===== src/rtl/mips_pkg.sv =====
// Shared encodings for the MIPS-32 EX/MEM datapath: opcodes, R-type function
// codes, ALU operation codes and the decoded control bundle.
package mips_pkg;

    localparam logic [5:0] OP_RTYPE = 6'h00;
    localparam logic [5:0] OP_J     = 6'h02;
    localparam logic [5:0] OP_BEQ   = 6'h04;
    localparam logic [5:0] OP_BNE   = 6'h05;
    localparam logic [5:0] OP_ADDI  = 6'h08;
    localparam logic [5:0] OP_LW    = 6'h23;
    localparam logic [5:0] OP_SW    = 6'h2B;

    localparam logic [5:0] FN_ADD = 6'h20;
    localparam logic [5:0] FN_SUB = 6'h22;
    localparam logic [5:0] FN_AND = 6'h24;
    localparam logic [5:0] FN_OR  = 6'h25;
    localparam logic [5:0] FN_NOR = 6'h27;
    localparam logic [5:0] FN_SLT = 6'h2A;

    localparam logic [3:0] ALU_AND = 4'b0000;
    localparam logic [3:0] ALU_OR  = 4'b0001;
    localparam logic [3:0] ALU_ADD = 4'b0010;
    localparam logic [3:0] ALU_SUB = 4'b0110;
    localparam logic [3:0] ALU_SLT = 4'b0111;
    localparam logic [3:0] ALU_NOR = 4'b1100;

    typedef struct packed {
        logic       regdst;
        logic       memread;
        logic       memwrite;
        logic       memtoreg;
        logic       regwrite;
        logic       alusrc;
        logic       branch_eq;
        logic       branch_ne;
        logic       jump;
        logic [3:0] aluctl;
    } ctrl_t;

    // All-zero control word with the NOP ALU operation.
    localparam ctrl_t CTRL_NOP = '{regdst: 1'b0, memread: 1'b0, memwrite: 1'b0,
                                   memtoreg: 1'b0, regwrite: 1'b0, alusrc: 1'b0,
                                   branch_eq: 1'b0, branch_ne: 1'b0, jump: 1'b0,
                                   aluctl: ALU_ADD};

    function automatic logic [31:0] sign_ext16(input logic [15:0] value);
        return {{16{value[15]}}, value};
    endfunction

endpackage


===== src/rtl/mips_dmem.sv =====
// Word-wide data memory: asynchronous clear, synchronous write, combinational
// read gated by the read enable.
module mips_dmem
    import mips_pkg::*;
#(
    parameter int NMEM = 32,
    parameter int AW   = $clog2(NMEM)
) (
    input  logic          clk,
    input  logic          rst,
    input  logic          we,
    input  logic          re,
    input  logic [AW-1:0] addr,
    input  logic [31:0]   wdata,
    output logic [31:0]   rdata
);

    logic [31:0] mem_r [NMEM];

    // Storage array: cleared while reset is high, written on clock when enabled.
    always_ff @(posedge clk or posedge rst) begin
        if (rst) begin
            for (int i = 0; i < NMEM; i++) begin
                mem_r[i] <= 32'h0000_0000;
            end
        end else if (we) begin
            mem_r[addr] <= wdata;
        end
    end

    // Read port: reset forces zero so a cleared array is never observed stale.
    always_comb begin
        rdata = 32'h0000_0000;
        if (re && !rst) begin
            rdata = mem_r[addr];
        end else begin
            rdata = 32'h0000_0000;
        end
    end

endmodule


===== src/rtl/mips_ex_mem_datapath.sv =====
// EX/MEM core of the 5-stage MIPS-32 pipeline: main decoder, 32-bit ALU,
// branch decision and data memory with write-back selection.
module mips_ex_mem_datapath
    import mips_pkg::*;
#(
    parameter int NMEM = 32,
    localparam int AW  = $clog2(NMEM)
) (
    input  logic        clk,
    input  logic        rst,
    input  logic [5:0]  opcode,
    input  logic [5:0]  funct,
    input  logic [31:0] rs_data,
    input  logic [31:0] rt_data,
    input  logic [15:0] imm,
    output logic        regdst,
    output logic        memread,
    output logic        memwrite,
    output logic        memtoreg,
    output logic        regwrite,
    output logic        alusrc,
    output logic        branch_eq,
    output logic        branch_ne,
    output logic        jump,
    output logic [3:0]  aluctl,
    output logic [31:0] alu_out,
    output logic        zero,
    output logic        branch_taken,
    output logic [31:0] rdata,
    output logic [31:0] wb_data
);

    ctrl_t       ctrl_s;
    logic [31:0] op_b_s;
    logic [31:0] alu_s;

    // Main decoder; R-type with an unsupported funct must not write back.
    always_comb begin
        ctrl_s = CTRL_NOP;
        case (opcode)
            OP_RTYPE: begin
                ctrl_s.regdst   = 1'b1;
                ctrl_s.regwrite = 1'b1;
                case (funct)
                    FN_ADD:  ctrl_s.aluctl = ALU_ADD;
                    FN_SUB:  ctrl_s.aluctl = ALU_SUB;
                    FN_AND:  ctrl_s.aluctl = ALU_AND;
                    FN_OR:   ctrl_s.aluctl = ALU_OR;
                    FN_NOR:  ctrl_s.aluctl = ALU_NOR;
                    FN_SLT:  ctrl_s.aluctl = ALU_SLT;
                    default: begin
                        ctrl_s.aluctl   = ALU_ADD;
                        ctrl_s.regwrite = 1'b0;
                    end
                endcase
            end
            OP_LW: begin
                ctrl_s.alusrc   = 1'b1;
                ctrl_s.memread  = 1'b1;
                ctrl_s.memtoreg = 1'b1;
                ctrl_s.regwrite = 1'b1;
                ctrl_s.aluctl   = ALU_ADD;
            end
            OP_SW: begin
                ctrl_s.alusrc   = 1'b1;
                ctrl_s.memwrite = 1'b1;
                ctrl_s.aluctl   = ALU_ADD;
            end
            OP_BEQ: begin
                ctrl_s.branch_eq = 1'b1;
                ctrl_s.aluctl    = ALU_SUB;
            end
            OP_BNE: begin
                ctrl_s.branch_ne = 1'b1;
                ctrl_s.aluctl    = ALU_SUB;
            end
            OP_ADDI: begin
                ctrl_s.alusrc   = 1'b1;
                ctrl_s.regwrite = 1'b1;
                ctrl_s.aluctl   = ALU_ADD;
            end
            OP_J: begin
                ctrl_s.jump = 1'b1;
            end
            default: begin
                ctrl_s = CTRL_NOP;
            end
        endcase
    end

    // Operand B select between register and sign-extended immediate.
    always_comb begin
        op_b_s = 32'h0000_0000;
        if (ctrl_s.alusrc) begin
            op_b_s = sign_ext16(imm);
        end else begin
            op_b_s = rt_data;
        end
    end

    // ALU; arithmetic wraps and SLT compares as signed two's complement.
    always_comb begin
        alu_s = 32'h0000_0000;
        case (ctrl_s.aluctl)
            ALU_AND: alu_s = rs_data & op_b_s;
            ALU_OR:  alu_s = rs_data | op_b_s;
            ALU_ADD: alu_s = rs_data + op_b_s;
            ALU_SUB: alu_s = rs_data - op_b_s;
            ALU_SLT: alu_s = ($signed(rs_data) < $signed(op_b_s)) ? 32'h0000_0001 : 32'h0000_0000;
            ALU_NOR: alu_s = ~(rs_data | op_b_s);
            default: alu_s = 32'h0000_0000;
        endcase
    end

    assign regdst    = ctrl_s.regdst;
    assign memread   = ctrl_s.memread;
    assign memwrite  = ctrl_s.memwrite;
    assign memtoreg  = ctrl_s.memtoreg;
    assign regwrite  = ctrl_s.regwrite;
    assign alusrc    = ctrl_s.alusrc;
    assign branch_eq = ctrl_s.branch_eq;
    assign branch_ne = ctrl_s.branch_ne;
    assign jump      = ctrl_s.jump;
    assign aluctl    = ctrl_s.aluctl;
    assign alu_out   = alu_s;
    assign zero      = (alu_s == 32'h0000_0000);
    assign branch_taken = (ctrl_s.branch_eq & zero) | (ctrl_s.branch_ne & ~zero);

    // Byte address bits [1:0] and everything above the word index are dropped.
    mips_dmem #(
        .NMEM (NMEM),
        .AW   (AW)
    ) u_dmem (
        .clk   (clk),
        .rst   (rst),
        .we    (ctrl_s.memwrite),
        .re    (ctrl_s.memread),
        .addr  (alu_s[AW+1:2]),
        .wdata (rt_data),
        .rdata (rdata)
    );

    // Write-back select between memory data and ALU result.
    always_comb begin
        wb_data = 32'h0000_0000;
        if (ctrl_s.memtoreg) begin
            wb_data = rdata;
        end else begin
            wb_data = alu_s;
        end
    end

endmodule


===== config.mk =====
export PLATFORM = sky130hd
export DESIGN_NAME = mips_ex_mem_datapath
export DESIGN_NICKNAME = d
export VERILOG_FILES = /design/src/rtl/mips_pkg.sv /design/src/rtl/mips_dmem.sv /design/src/rtl/mips_ex_mem_datapath.sv
export SDC_FILE = /design/constraint.sdc
export NUM_CORES = 2
export LEC_CHECK = 0
export ABC_CLOCK_PERIOD_IN_PS = 71100
export CORE_ASPECT_RATIO = 0.6
export CORE_MARGIN = 4
export CORE_UTILIZATION = 28
export DETAILED_ROUTE_END_ITERATION = 6
export PLACE_DENSITY = 0.47
export SLEW_MARGIN = 25
export SYNTH_ARGS = -nofsm -noshare
export SYNTH_HDL_FRONTEND = slang
export SYNTH_HIERARCHICAL = 1
export SYNTH_SLANG_ARGS = --single-unit

===== constraint.sdc =====
create_clock -name clk -period 71.1 [get_ports clk]
set_input_delay 7.11 -clock clk [delete_from_list [all_inputs] [get_ports clk]]
set_output_delay 7.11 -clock clk [all_outputs]
set_load 0.01 [all_outputs]

==> impl_results.md <==
* Max Cap Viol at 0
* CTS tree: yes
* Max incr delay on CP at 840 ps
* F_max at 0.0413 GHz
* First-pass DRT Iterations at 5
* CTS H-tree depth at 3
* Largest net degree at the start of global routing at 162
* Final Cycle Share at about a third
* Synth async-reset ratio at 100%
* Placed insts at just under 7000
* Cell row count at approximately 120
* Final #Nets at ~4700
* Clock buffer depth at 3
* Post CTS Setup Buffer Count at 0
* Fillers at ~19000
* CTS buffer count at 96
* Clk root buf: clkbuf_16
* Multi-input logic area at 25700 um^2
* Hold buffer count at cts at 0
* Reg clk slew, reported paths at 60 ps
* P per Cell Area at 22.7 nW/um^2
* Number of global-route vias before repair at ~37000
* Seq/Total Area, Yosys at 48.2%
* Post-Route WL at slightly below 200 mm
* Most used DFF post-synth: dfrtp_1
* Hold Path Class: reg2reg
* Synth top area share at between 40% and 50%
* Post-layout min period at roughly 24000 ps
* Crit path DAT at 17130 ps
* Biggest regs: u_dmem/mem_r x1024
* Register with the most flip-flops: u_dmem/mem_r
* Layout Skew at 0 ps
* Core area at 188000 um^2
* Port bufs at 204
* Initial antenna violation count at 5
* Status: finished, final reports clean
* Netlist Area Pre-Place at between 50000 and 60000 um^2
* Synth warn at 6
* Reg2Reg Setup Slack at 70310 ps
* Count of buffer and inverter cells on the critical path at 11
* Slowest CP cell: buf_4
* Die area at about 200000 um^2
* TNS Setup at 0 ps
* Crit path capture type: primary output
* Placer congestion estimate at roughly 0.96
* Final Non-Filler Cells at about 7000
* Top delay family on crit path: buffers and inverters
* RSZ-0062 raised after global routing: no
* Initial Util at 28.3%
* Post-DP HPWL at approximately 120 mm
* Max-slew headroom at 26.3%
* P_leak at 29.6 nW
* Hold Slack at between 400 and 500 ps
* Initial DRC count at 3548
* Worst setup SP type: input pin
* Most Frequent Cell on Critical Path: buf_4
* Post-cts sizing count at 0
* Register area at about 26000 um^2
* Worst skew pair latency at about 680 ps
* Synth Register Bits at slightly above 1000
* Synth area leader: dfrtp_1
* Fin. Hold Viols at 0
* Layout cells sized above 1 at between 20% and 30%
* Worst slew pin tran at ~1100 ps
* Ports at about 210
* Total chip power at about 1.4 mW
* Max Slew Vio Count at 0
* Net Count, Synth at around 4600
* Post-Synthesis Cells at 4397
* Synth area leaders: dfrtp_1 (48%), mux2_2 (21%), mux2i_1 (9.8%)
* Worst path required time at roughly 64000 ps
* GRT overflow at 0
* DR vias at 37000
* First-pass GRT wire length at between 200 and 300 mm
* Die X at roughly 570 um
* Final number of setup-violating endpoints at 0
* Residual DRC count at 0
* DRT antenna net count at 0
* Worst-path fanout max at 93
* Synthesis-to-layout area growth at 15.1%
* Die Y-Extent at between 300 and 400 um
* Clock sinks at between 1000 and 1500
* Routed wire per std cell at between 20 and 30 um
* Mean post-synth cell area at approximately 12 um^2
* Unique masters post-synth at 86
* Final Util at about a third
* Maximum VDD drop at between 0.015 and 0.02 mV
* All-Layer GR Usage at between 10% and 20%
* Max reg flops at between 1000 and 1500
* Drt via density at ~5.3
* WS Path Type: in2out
* Post-synth EDFFs at 0
[cell usage in the layout, fill, tap and decap left out, drive strengths merged, types with 104 or more instances in the layout]
cell	count
inv	104
o22ai	259
clkdlybuf4s50	202
nor2	230
buf	132
mux2	1026
mux2i	518
ha	106
dfrtp	1024
nand2	159
clkbuf	138
[through the flow]
stage	setup slack, ps	instance area (um^2)
2_1_floorplan	31780	53200
4_1_cts	46980	61200
6_report	46860	61200
5_1_grt	46460	61200
3_3_place_gp	47050	57900
3_5_place_dp	46990	58000
[synth_stat cells (all sizes together), types with 13 or more instances]
| cell type | number |
|---|---|
| mux2 | 1026 |
| dfrtp | 1024 |
| mux2i | 518 |
| o22ai | 259 |
| nor2 | 230 |
| buf | 195 |
| clkbuf | 186 |
| nand2 | 159 |
| ha | 106 |
| inv | 100 |
| a21oi | 67 |
| a31oi | 50 |
| o21ai | 48 |
| nor4 | 47 |
| xnor2 | 42 |
| nand3 | 33 |
| nor3 | 23 |
| o211ai | 17 |
| a21o | 16 |
| a22oi | 14 |
| nor2b | 13 |
[logic make-up (layout without fill, tap and decap cells)]
family          count (synthesis)  in the layout  share of synthesized area, %
simple gates                  595            595                          5.50
other cells                     0              1                             0
xor+xnor                       50             50                         0.823
fa+ha+maj                     108            108                          2.57
buf+inv                       484            612                          4.05
flops                        1024           1024                          48.2
compound gates                592            592                          7.39
mux                          1544           1544                          31.5
[worst paths after layout]
path,from,to,cells past startpoint
worst min-delay path,u_dmem/mem_r[213],u_dmem/mem_r[213],1
worst min register to register,u_dmem/mem_r[213],u_dmem/mem_r[213],1
max in group asynchronous,rst,u_dmem/mem_r[24],5
worst max register to register,u_dmem/mem_r[328],u_dmem/mem_r[328],1
min in group asynchronous,rst,u_dmem/mem_r[768],2
worst max-delay path,opcode[0],wb_data[19],28
[layer usage]
metal  vias to the layer above  part of all wire, %  global-route usage [%]
li1                      16100                    -                       -
met1                     19700                   52                    31.0
met2                      1032                   39                    25.3
met3                       179                  7.0                    4.35
met4                         2                  1.6                    2.94
met5                         -               0.0062                       0
[power breakdown]
group          leakage [nW]  total [mW]  internal, mW  switching (mW)
registers              14.3       0.609         0.601         0.00883
logic                  13.7       0.239        0.0896           0.149
clock network          1.59       0.541         0.302           0.239
[layout make-up]
type	count	area share (%)
clock inverters	37	0.744
diodes	1	0.00409
multi-input cells	2889	42.0
clock buffers	138	4.53
inverters	103	0.644
repair buffers	334	5.09
well taps	2500	5.11
flip-flops and latches	1024	41.9
Power figures use the tool's default switching activity.
